## src/rtl/shift_rows_pkg.sv

```systemverilog
// rtl/shift_rows_pkg.sv - shared constants and byte-mapping helper for the AES ShiftRows stage
// Contents: NB, STATE_W, MODE_ENC/MODE_DEC, src_byte(r, c, dec)
package shift_rows_pkg;

    localparam int   NB      = 4;
    localparam int   STATE_W = 128;

    localparam logic MODE_ENC = 1'b0;
    localparam logic MODE_DEC = 1'b1;

    // Source byte index feeding output byte (row r, column c).
    // Byte index k = r + 4c, so k is simply {c, r}. The 2-bit column sum
    // wraps naturally, which gives the mod-4 rotation for free.
    function automatic logic [3:0] src_byte(input logic [1:0] r,
                                            input logic [1:0] c,
                                            input logic       dec);
        logic [1:0] sc;
        sc = (dec == MODE_DEC) ? (c - r) : (c + r);
        return {sc, r};
    endfunction

endpackage

```

## src/rtl/shift_rows_perm.sv

```systemverilog
// rtl/shift_rows_perm.sv - combinational ShiftRows / InvShiftRows byte permutation
// Ports:
//   state     in  [0:127]  input AES state, byte k at bits [8k:8k+7]
//   dec       in  1        0 = ShiftRows, 1 = InvShiftRows
//   new_state out [0:127]  permuted state
module shift_rows_perm
    import shift_rows_pkg::*;
(
    input  logic [0:STATE_W-1] state,
    input  logic               dec,
    output logic [0:STATE_W-1] new_state
);

    for (genvar r = 0; r < NB; r++) begin : g_row
        for (genvar c = 0; c < NB; c++) begin : g_col
            localparam int K  = r + NB * c;
            localparam int SE = int'(src_byte(2'(r), 2'(c), MODE_ENC));
            localparam int SD = int'(src_byte(2'(r), 2'(c), MODE_DEC));

            // With dec tied to a constant, one leg of this mux folds away.
            assign new_state[8*K +: 8] = dec ? state[8*SD +: 8] : state[8*SE +: 8];
        end
    end

endmodule

```

## src/rtl/shift_rows.sv

```systemverilog
// rtl/shift_rows.sv - registered AES ShiftRows stage with valid/ready flow control
// Ports:
//   clk       in  1        clock, rising edge
//   rst       in  1        synchronous active-high reset
//   in_valid  in  1        state holds a valid input
//   in_ready  out 1        stage accepts input this cycle
//   state     in  [0:127]  input AES state
//   dec       in  1        inverse shift for this transfer (SHIFT_ROWS_RUNTIME_MODE_EN only)
//   out_valid out 1        new_state is valid
//   out_ready in  1        downstream accepts output
//   new_state out [0:127]  permuted state
// Macro SHIFT_ROWS_RUNTIME_MODE_EN: direction chosen per transfer by dec
// instead of the ENC_DEC parameter.
module shift_rows
    import shift_rows_pkg::*;
#(
    parameter logic ENC_DEC = MODE_ENC
) (
    input  logic               clk,
    input  logic               rst,
    input  logic               in_valid,
    output logic               in_ready,
    input  logic [0:STATE_W-1] state,
`ifdef SHIFT_ROWS_RUNTIME_MODE_EN
    input  logic               dec,
`endif
    output logic               out_valid,
    input  logic               out_ready,
    output logic [0:STATE_W-1] new_state
);

    logic [0:STATE_W-1] perm_state;
    logic               perm_dec;

`ifdef SHIFT_ROWS_RUNTIME_MODE_EN
    assign perm_dec = dec;
`else
    assign perm_dec = ENC_DEC;
`endif

    shift_rows_perm u_perm (
        .state     (state),
        .dec       (perm_dec),
        .new_state (perm_state)
    );

    // The register can take new data whenever it is empty or being drained.
    assign in_ready = !out_valid || out_ready;

    always_ff @(posedge clk) begin
        if (rst) begin
            out_valid <= 1'b0;
            new_state <= '0;
        end else if (in_valid && in_ready) begin
            new_state <= perm_state;
            out_valid <= 1'b1;
        end else if (out_ready) begin
            out_valid <= 1'b0;
        end
    end

endmodule

```

## config.mk

```make
export PLATFORM = sky130hd
export DESIGN_NAME = shift_rows
export DESIGN_NICKNAME = d
export VERILOG_FILES = /design/src/rtl/shift_rows_pkg.sv /design/src/rtl/shift_rows_perm.sv /design/src/rtl/shift_rows.sv
export SDC_FILE = /design/constraint.sdc
export NUM_CORES = 1
export LEC_CHECK = 0
export CAP_MARGIN = 5
export CELL_PAD_IN_SITES_DETAIL_PLACEMENT = 1
export CELL_PAD_IN_SITES_GLOBAL_PLACEMENT = 2
export CORE_MARGIN = 1.5
export CORE_UTILIZATION = 29
export CTS_CLUSTER_SIZE = 30
export DETAILED_ROUTE_END_ITERATION = 8
export GPL_ROUTABILITY_DRIVEN = 0
export PLACE_DENSITY_LB_ADDON = 0.1
export SETUP_SLACK_MARGIN = 0.5
export SLEW_MARGIN = 20
export SYNTH_ARGS = -nofsm -noshare
export SYNTH_HDL_FRONTEND = slang
export SYNTH_HIERARCHICAL = 1
export SYNTH_SLANG_ARGS = --single-unit
```

## constraint.sdc

```tcl
create_clock -name clk -period 2.7 [get_ports clk]
set_input_delay 0.27 -clock clk [delete_from_list [all_inputs] [get_ports clk]]
set_output_delay 0.27 -clock clk [all_outputs]
set_load 0.01 [all_outputs]
```

* Yosys cells after proc, flatten, opt, wreduce, memory -nomap -nowiden *
Index checks and enable logic that the tools add are counted.

operators by class
  muxes and demuxes = 2
  reduce and logical (&&, ||, !) cells = 4

operator list
  operator            count
  1-bit two-way mux   2
  2-bit nonzero test  1
  1-bit logical AND   1
  1-bit zero test     1
  1-bit logical OR    1

word-level totals
  output and inout bits = 130
  bits in registers = 129

* Longest topological paths before layout *
Gate-level depths: netlist (run 1).

  word-level depth = 4
  gate-level depth with buffers = 6
  depth with buffers taken out = 3

* Cells and area by module *
Netlist (run 1), hierarchy kept.

by module, submodules not included
  module           instances  sequential area each (sq um)  cells an instance  area each (sq um)
  shift_rows       1          2582.5                        589                5675.4
  shift_rows_perm  1          0.0                           135                1557.7

* Least setup slack after synthesis (run 1) *
Ideal clock, no wire load.

  path type = flip-flop to flip-flop
  from = reg out_valid
  to = reg new_state[15] (netlist name)
  required time = 2.629 ns
  arrival time = 1.137 ns
  path slack = 1.491 ns
  path buffers = 3
  cell stages (with the launch flop) = 7
  setup time = 0.071 ns
  cells stage by stage = dfxtp_1 nand2b_4 buf_6 buf_6 buf_6 a21bo_1 a21oi_2

on the way
  word-level cells in the longest chain between the ends = 3

ends and longest elaborated chain
  item                    RTL line          source
  start, declared         shift_rows.sv:27  output logic out_valid,
  start signal, assigned  shift_rows.sv:52  out_valid <= 1'b0;
  start signal, assigned  shift_rows.sv:56  out_valid <= 1'b1;
  start signal, assigned  shift_rows.sv:58  out_valid <= 1'b0;
  1-bit zero test         shift_rows.sv:48  assign in_ready = !out_valid || out_ready;
  1-bit logical OR        shift_rows.sv:48
  1-bit logical AND       shift_rows.sv:54  end else if (in_valid && in_ready) begin
  end signal, assigned    shift_rows.sv:55  new_state <= perm_state;
  end, declared           shift_rows.sv:29  output logic [0:STATE_W-1] new_state

Every way passes these cells.
A chain may end at the register's enable or synchronous reset.

* Worst setup path after layout (run 1) *
  from = in out_ready
  to = out in_ready

on the way
  word-level cells in the longest chain between the ends = 1

ends and longest elaborated chain
  item              RTL line          source
  start, declared   shift_rows.sv:28  input logic out_ready,
  1-bit logical OR  shift_rows.sv:48
  end, declared     shift_rows.sv:22  output logic in_ready,

Every way passes these cells.

==> metrics.txt, run 1 <==
gr ovfl total=0; slew margin rel.=0.517; drt wl/cell=~17 um; routed via count divided by cell count=about 4.8; vias in the first global route=between 6,000 and 7,000; Seq cells post-synth=129; Yosys cell types=17; Area contributors post-synth=dfxtp_1 36%, a21bo_1 12%, mux2_4 12%; post-route worst setup slack=approximately 920 ps; Avg Synthesized Cell Area=~10 um2; post-route ant nets=0; Period minus WS final=around 1800 ps; CTS root buf=clkbuf_16; leakage power total=around 3.8 nW; pre-CTS worst setup slack=slightly below 900 ps; fmax=561 MHz; RSZ-0062 raised after global routing=no; PD cells=roughly 570 nW/um2; H-tree depth=4; final hold viol count=0; Final period util=0.660; number of detailed-route iterations in the first pass=4; clk buf depth=2; Ys Warns=6; Worst VDD drop=~300 uV; commonest non-fill, non-tap cell in the layout=clkdlybuf4s50_1; share of cells above drive strength 1=0.196; diodes inserted=0; clock latency on the worst-skew pair=between 400 and 500 ps; Max FO, Critical Path=11; # port buffers=~260; DIE WIDTH=approximately 160 um; # DRC=0; Die ar.=25,900 um2; Initial Utilization=0.297; FILL cells=~2,700; largest net degree at the start of global routing=111; CTS tree=yes; Worst Path Class, Setup=in2out; Core Area=~24,000 um2; status=completed; nets=1,002; Tot Pwr=roughly 0.0057 W; first-pass GRT wire length=32,500 um; initial DRC count=about 230; Max Slew Vio Count=0; post-CTS setup repair buffer count=0; Post-Syn Nets=856; IO Pins=around 260; Total GRT Usage=0.157; Post-Syn Area=between 7000 and 8000 um2; CTS buffer count=17; CTS-repair resized insts=0; Worst-Margin Slew=725 ps; clk sinks=around 130; crit start category=input pin; post-synthesis instance total=724; sum of negative setup slack=0 ps; reg2reg setup slack=approximately 1300 ps; placement row count=57; CTS Hold Bufs=0; register area share after synthesis=0.357; CP required=around 2400 ps; Clock Skews=8.90 ps; Crit. End Element=output pin; critical path arrival=around 1500 ps; Vias=slightly below 6,000; Min-Delay Path Class=in2reg; final setup vio count=0; antenna violations before repair=1; area leader, netlist=dfxtp_1; area grow syn2layout=38.8%; commonest non-fill, non-tap cells in the layout=259 x clkdlybuf4s50_1, 129 x dfxtp_1, 128 x nand3_1; HPWL after DPL=between 10,000 and 15,000 um; die height=approximately 160 um; CTS clock-pin slew for the worst setup and hold paths=~60 ps; total wire length=~21,000 um; max-cap violations=0; Yosys top cell area share=0.357
-- critical path, stage by stage --
cell and delay [ps]:
clkdlybuf4s50_1 460, nand2b_4 220, clkdlybuf4s50_1 570
-- worst paths after layout --
path,startpoint,endpoint,cells after the start
setup / recovery,out_ready,in_ready,3
hold / removal,in_valid,new_state[117]$_SDFFE_PP0P_,3
setup reg to reg,out_valid$_SDFFE_PP0P_,new_state[108]$_SDFFE_PP0P_,4
hold reg to reg,new_state[89]$_SDFFE_PP0P_,new_state[89]$_SDFFE_PP0P_,2
-- logic make-up after synthesis --
group	after synthesis	synth area share
AO/OA/AOI/OAI	257	0.282
buffers and inverters	144	0.139
flip-flops	129	0.357
AND/OR/NAND/NOR	129	0.0905
multiplexers	64	0.131
other	1	0.000518
-- flip-flops by register name, indices dropped and copies added, names as in the netlist --
name and cells:
out_valid 1, new_state 128
-- layer usage --
| layer | track usage | part of all wire | vias to the layer above | routed length [um] |
|---|---|---|---|---|
| met5 | 0 | 0 | - | 0 |
| met4 | 0.0501 | 0.014 | 0 | 295 |
| met3 | 0.0604 | 0.082 | 22 | 1700 |
| met2 | 0.265 | 0.48 | 156 | 9860 |
| met1 | 0.183 | 0.43 | 2811 | 8890 |
| li1 | - | - | 2791 | - |
-- per-stage QoR --
step           hold slack (ps)  cells  area (um2)  utilization
6_report                   368   1207       10000        0.412
5_1_grt                    390   1207       10000        0.412
4_1_cts                    354   1207       10000        0.412
3_5_place_dp               566   1175        9390        0.385
3_3_place_gp               558   1175        9390        0.385
2_1_floorplan              525    724        7230            -
-- cells in the mapped netlist --
cell and number:
buf_4 66, a21oi_2 30, a21oi_1 99, mux2_2 4
nand3_1 128, conb_1 1, inv_1 1, mux2_4 60
a21bo_1 90, dfxtp_1 129, buf_1 10, a21bo_2 38
buf_6 12, nand2b_4 1, clkbuf_1 24, buf_2 25
buf_12 6
-- final cells by class --
| class | count | area (um2) | share of cell area |
|---|---|---|---|
| clock buffers | 20 | 437 | 0.0435 |
| clock inverters | 12 | 209 | 0.0208 |
| inverters | 1 | 3.75 | 0.000374 |
| multi-input cells | 451 | 3640 | 0.363 |
| flip-flops and latches | 129 | 2580 | 0.257 |
| well taps | 324 | 405 | 0.0404 |
| repair buffers | 270 | 2760 | 0.275 |
-- report_power, final --
group          switching [W]  internal (W)
registers          0.0000584       0.00202
clock network       0.000919       0.00165
logic               0.000445      0.000642
Power figures use the tool's default switching activity.
==> run 2, diff against run 1 <==
--- a/config.mk
+++ b/config.mk
@@ -9,7 +9,7 @@
 export CELL_PAD_IN_SITES_DETAIL_PLACEMENT = 1
 export CELL_PAD_IN_SITES_GLOBAL_PLACEMENT = 2
 export CORE_MARGIN = 1.5
-export CORE_UTILIZATION = 29
+export CORE_UTILIZATION = 27
 export CTS_CLUSTER_SIZE = 30
 export DETAILED_ROUTE_END_ITERATION = 8
 export GPL_ROUTABILITY_DRIVEN = 0
==> constraint.sdc (replaced) <==
create_clock -name clk -period 1.65 [get_ports clk]
set_input_delay 0.165 -clock clk [delete_from_list [all_inputs] [get_ports clk]]
set_output_delay 0.165 -clock clk [all_outputs]
set_load 0.01 [all_outputs]
==> run 2 against run 1 <==
Effect of this change:
- the run now ends with DRC left
- sequential share of layout area rose by 0.68 points
- largest power group unchanged
- register-to-register slack got worse by 910 ps
- clock-buffer cell count rose by 2
- global-route usage rose by 0.53 points
==> metrics.txt, run 2 (synthesized netlist as in run 1, its figures left out) <==
highest routed layer=met4; placed instance area=9620 um2; Max Slew Vio Count=0; clk buf depth=2; Max FO, Critical Path=30; Seq pwr share=0.371; # DRC=16; switch share=0.263; Largest regs=new_state: 128 flops, out_valid: 1 flops; Initial Utilization=0.276; crit start category=register; Crit path buffers/inverters=2; max-cap violations=0; P_int=0.00677 W; Worst VDD drop=around 400 uV; RSZ-0062 raised after global routing=yes; Vias=5,901; Worst Path Class, Setup=reg2reg; most frequent CP cell=buf_12; failing checks=DRC; CTS root buf=clkbuf_16; Tot Pwr=0.00919 W; drt wl/cell=about 18 um; post-route ant nets=0; area grow syn2layout=37.4%; pre-CTS worst setup slack=roughly 75 ps; CTS buffer count=17; Metal-1 WL=~9800 um; antenna violations before repair=2; largest net degree at the start of global routing=between 60 and 70; status=finished, violations left; H-tree depth=4; initial DRC count=roughly 240; fmax=~800 MHz; Core Area=approximately 26,000 um2; gr ovfl total=0; critical path's top delay family=compound AO/OA/AOI/OAI gates; max reg flops=~130; nets=approximately 1,000; PD cells=~920 nW/um2; reg2reg setup slack=roughly 410 ps; Reg with most FFs=new_state; Crit. End Element=register; Final period util=0.754; final core occ=0.379; die height=approximately 170 um; CTS Hold Bufs=0; Psw=0.00241 W; routed via count divided by cell count=around 4.7; Worst path slowest cell=dfxtp_4; Total GRT Usage=0.163; DIE WIDTH=~170 um; total wire length=between 20,000 and 25,000 um; Clock Skews=slightly above 9 ps; Cell Chain, Critical Path=nand2b_4, buf_12, buf_12, a21bo_2, a21oi_2; clk sinks=between 100 and 150; IO Pins=~260; post-route worst setup slack=between 400 and 500 ps; final hold viol count=0; met3 WL=approximately 1600 um; CP required=1990 ps; vias in the first global route=about 6,300; Min-Delay Path Class=in2reg; Logic pwr share=0.190; CTS clock-pin slew for the worst setup and hold paths=roughly 60 ps; leakage power total=between 4 and 5 nW; sum of negative setup slack=0 ps; placement row count=59; met2 wire length=about 11,000 um; Largest stage delay, worst path=360 ps; Die ar.=between 20,000 and 30,000 um2; HPWL after DPL=15,500 um; # port buffers=roughly 260; CTS tree=yes; first-pass GRT wire length=35,700 um; clock latency on the worst-skew pair=about 400 ps; Clock Power Share=0.439; critical path arrival=around 1600 ps; share of cells above drive strength 1=0.432; number of detailed-route iterations in the first pass=9; final setup vio count=0; Finished Cell Area=~9900 um2; Period minus WS final=1240 ps; diodes inserted=0; commonest non-fill, non-tap cell in the layout=clkdlybuf4s50_1; commonest non-fill, non-tap cells in the layout=129 x clkdlybuf4s50_1, 126 x nand3_1, 126 x buf_2
[run 2: per-layer routing]
layer / track usage / vias to the layer above
met5: 0 / -
met4: 0.0455 / 0
met3: 0.0525 / 17
met2: 0.280 / 166
met1: 0.194 / 2862
li1: - / 2856
[run 2: stage by stage]
| stage | cells | hold slack [ps] |
|---|---|---|
| 2_1_floorplan | 724 | 409 |
| 3_3_place_gp | 1204 | 558 |
| 3_5_place_dp | 1204 | 567 |
| 4_1_cts | 1246 | 142 |
| 5_1_grt | 1248 | 173 |
| 6_report | 1248 | 165 |
[run 2: final cells by class]
cell class / instances / area [um2]
Fill cell: 2931 / 16300
Multi-Input combinational cell: 451 / 3750
Timing Repair Buffer: 300 / 2510
Clock buffer: 22 / 505
Inverter: 1 / 3.75
Sequential cell: 129 / 2630
Clock inverter: 10 / 120
Tap cell: 335 / 419
[run 2: timing repair]
item | 4_1_cts | 5_1_grt
gates cloned | 1 | 2
endpoints found under the setup margin | 228 | 157
pin swaps | 4 | 8
hold endpoints to repair | 0 | 0
setup buffers | 9 | 0
gates resized for setup | 520 | 60
[run 2: power groups by stage]
stage	sequential (W)	clock, W	combinational (W)
detailed placement	0.00348	0	0.00185
floorplan	0.00355	0	0.000979
global placement	0.00347	0	0.00181
global route	0.00344	0.00431	0.00189
CTS	0.00342	0.00416	0.00174
finish	0.00341	0.00403	0.00175
[run 2: worst paths after layout]
| path | to | from | cells after the start |
|---|---|---|---|
| worst max-delay path | new_state[4]$_SDFFE_PP0P_ | out_valid$_SDFFE_PP0P_ | 5 |
| worst min-delay path | new_state[48]$_SDFFE_PP0P_ | in_valid | 3 |
| worst max register to register | new_state[4]$_SDFFE_PP0P_ | out_valid$_SDFFE_PP0P_ | 5 |
| worst min register to register | new_state[127]$_SDFFE_PP0P_ | new_state[127]$_SDFFE_PP0P_ | 2 |
[run 2: worst reg2reg max path: cells and delay by family, from the launching register on]
| kind | cells | cell delay [ps] |
|---|---|---|
| compound gates | 2 | 380 |
| buf+inv | 2 | 340 |
| flops | 1 | 360 |
| simple gates | 1 | 100 |
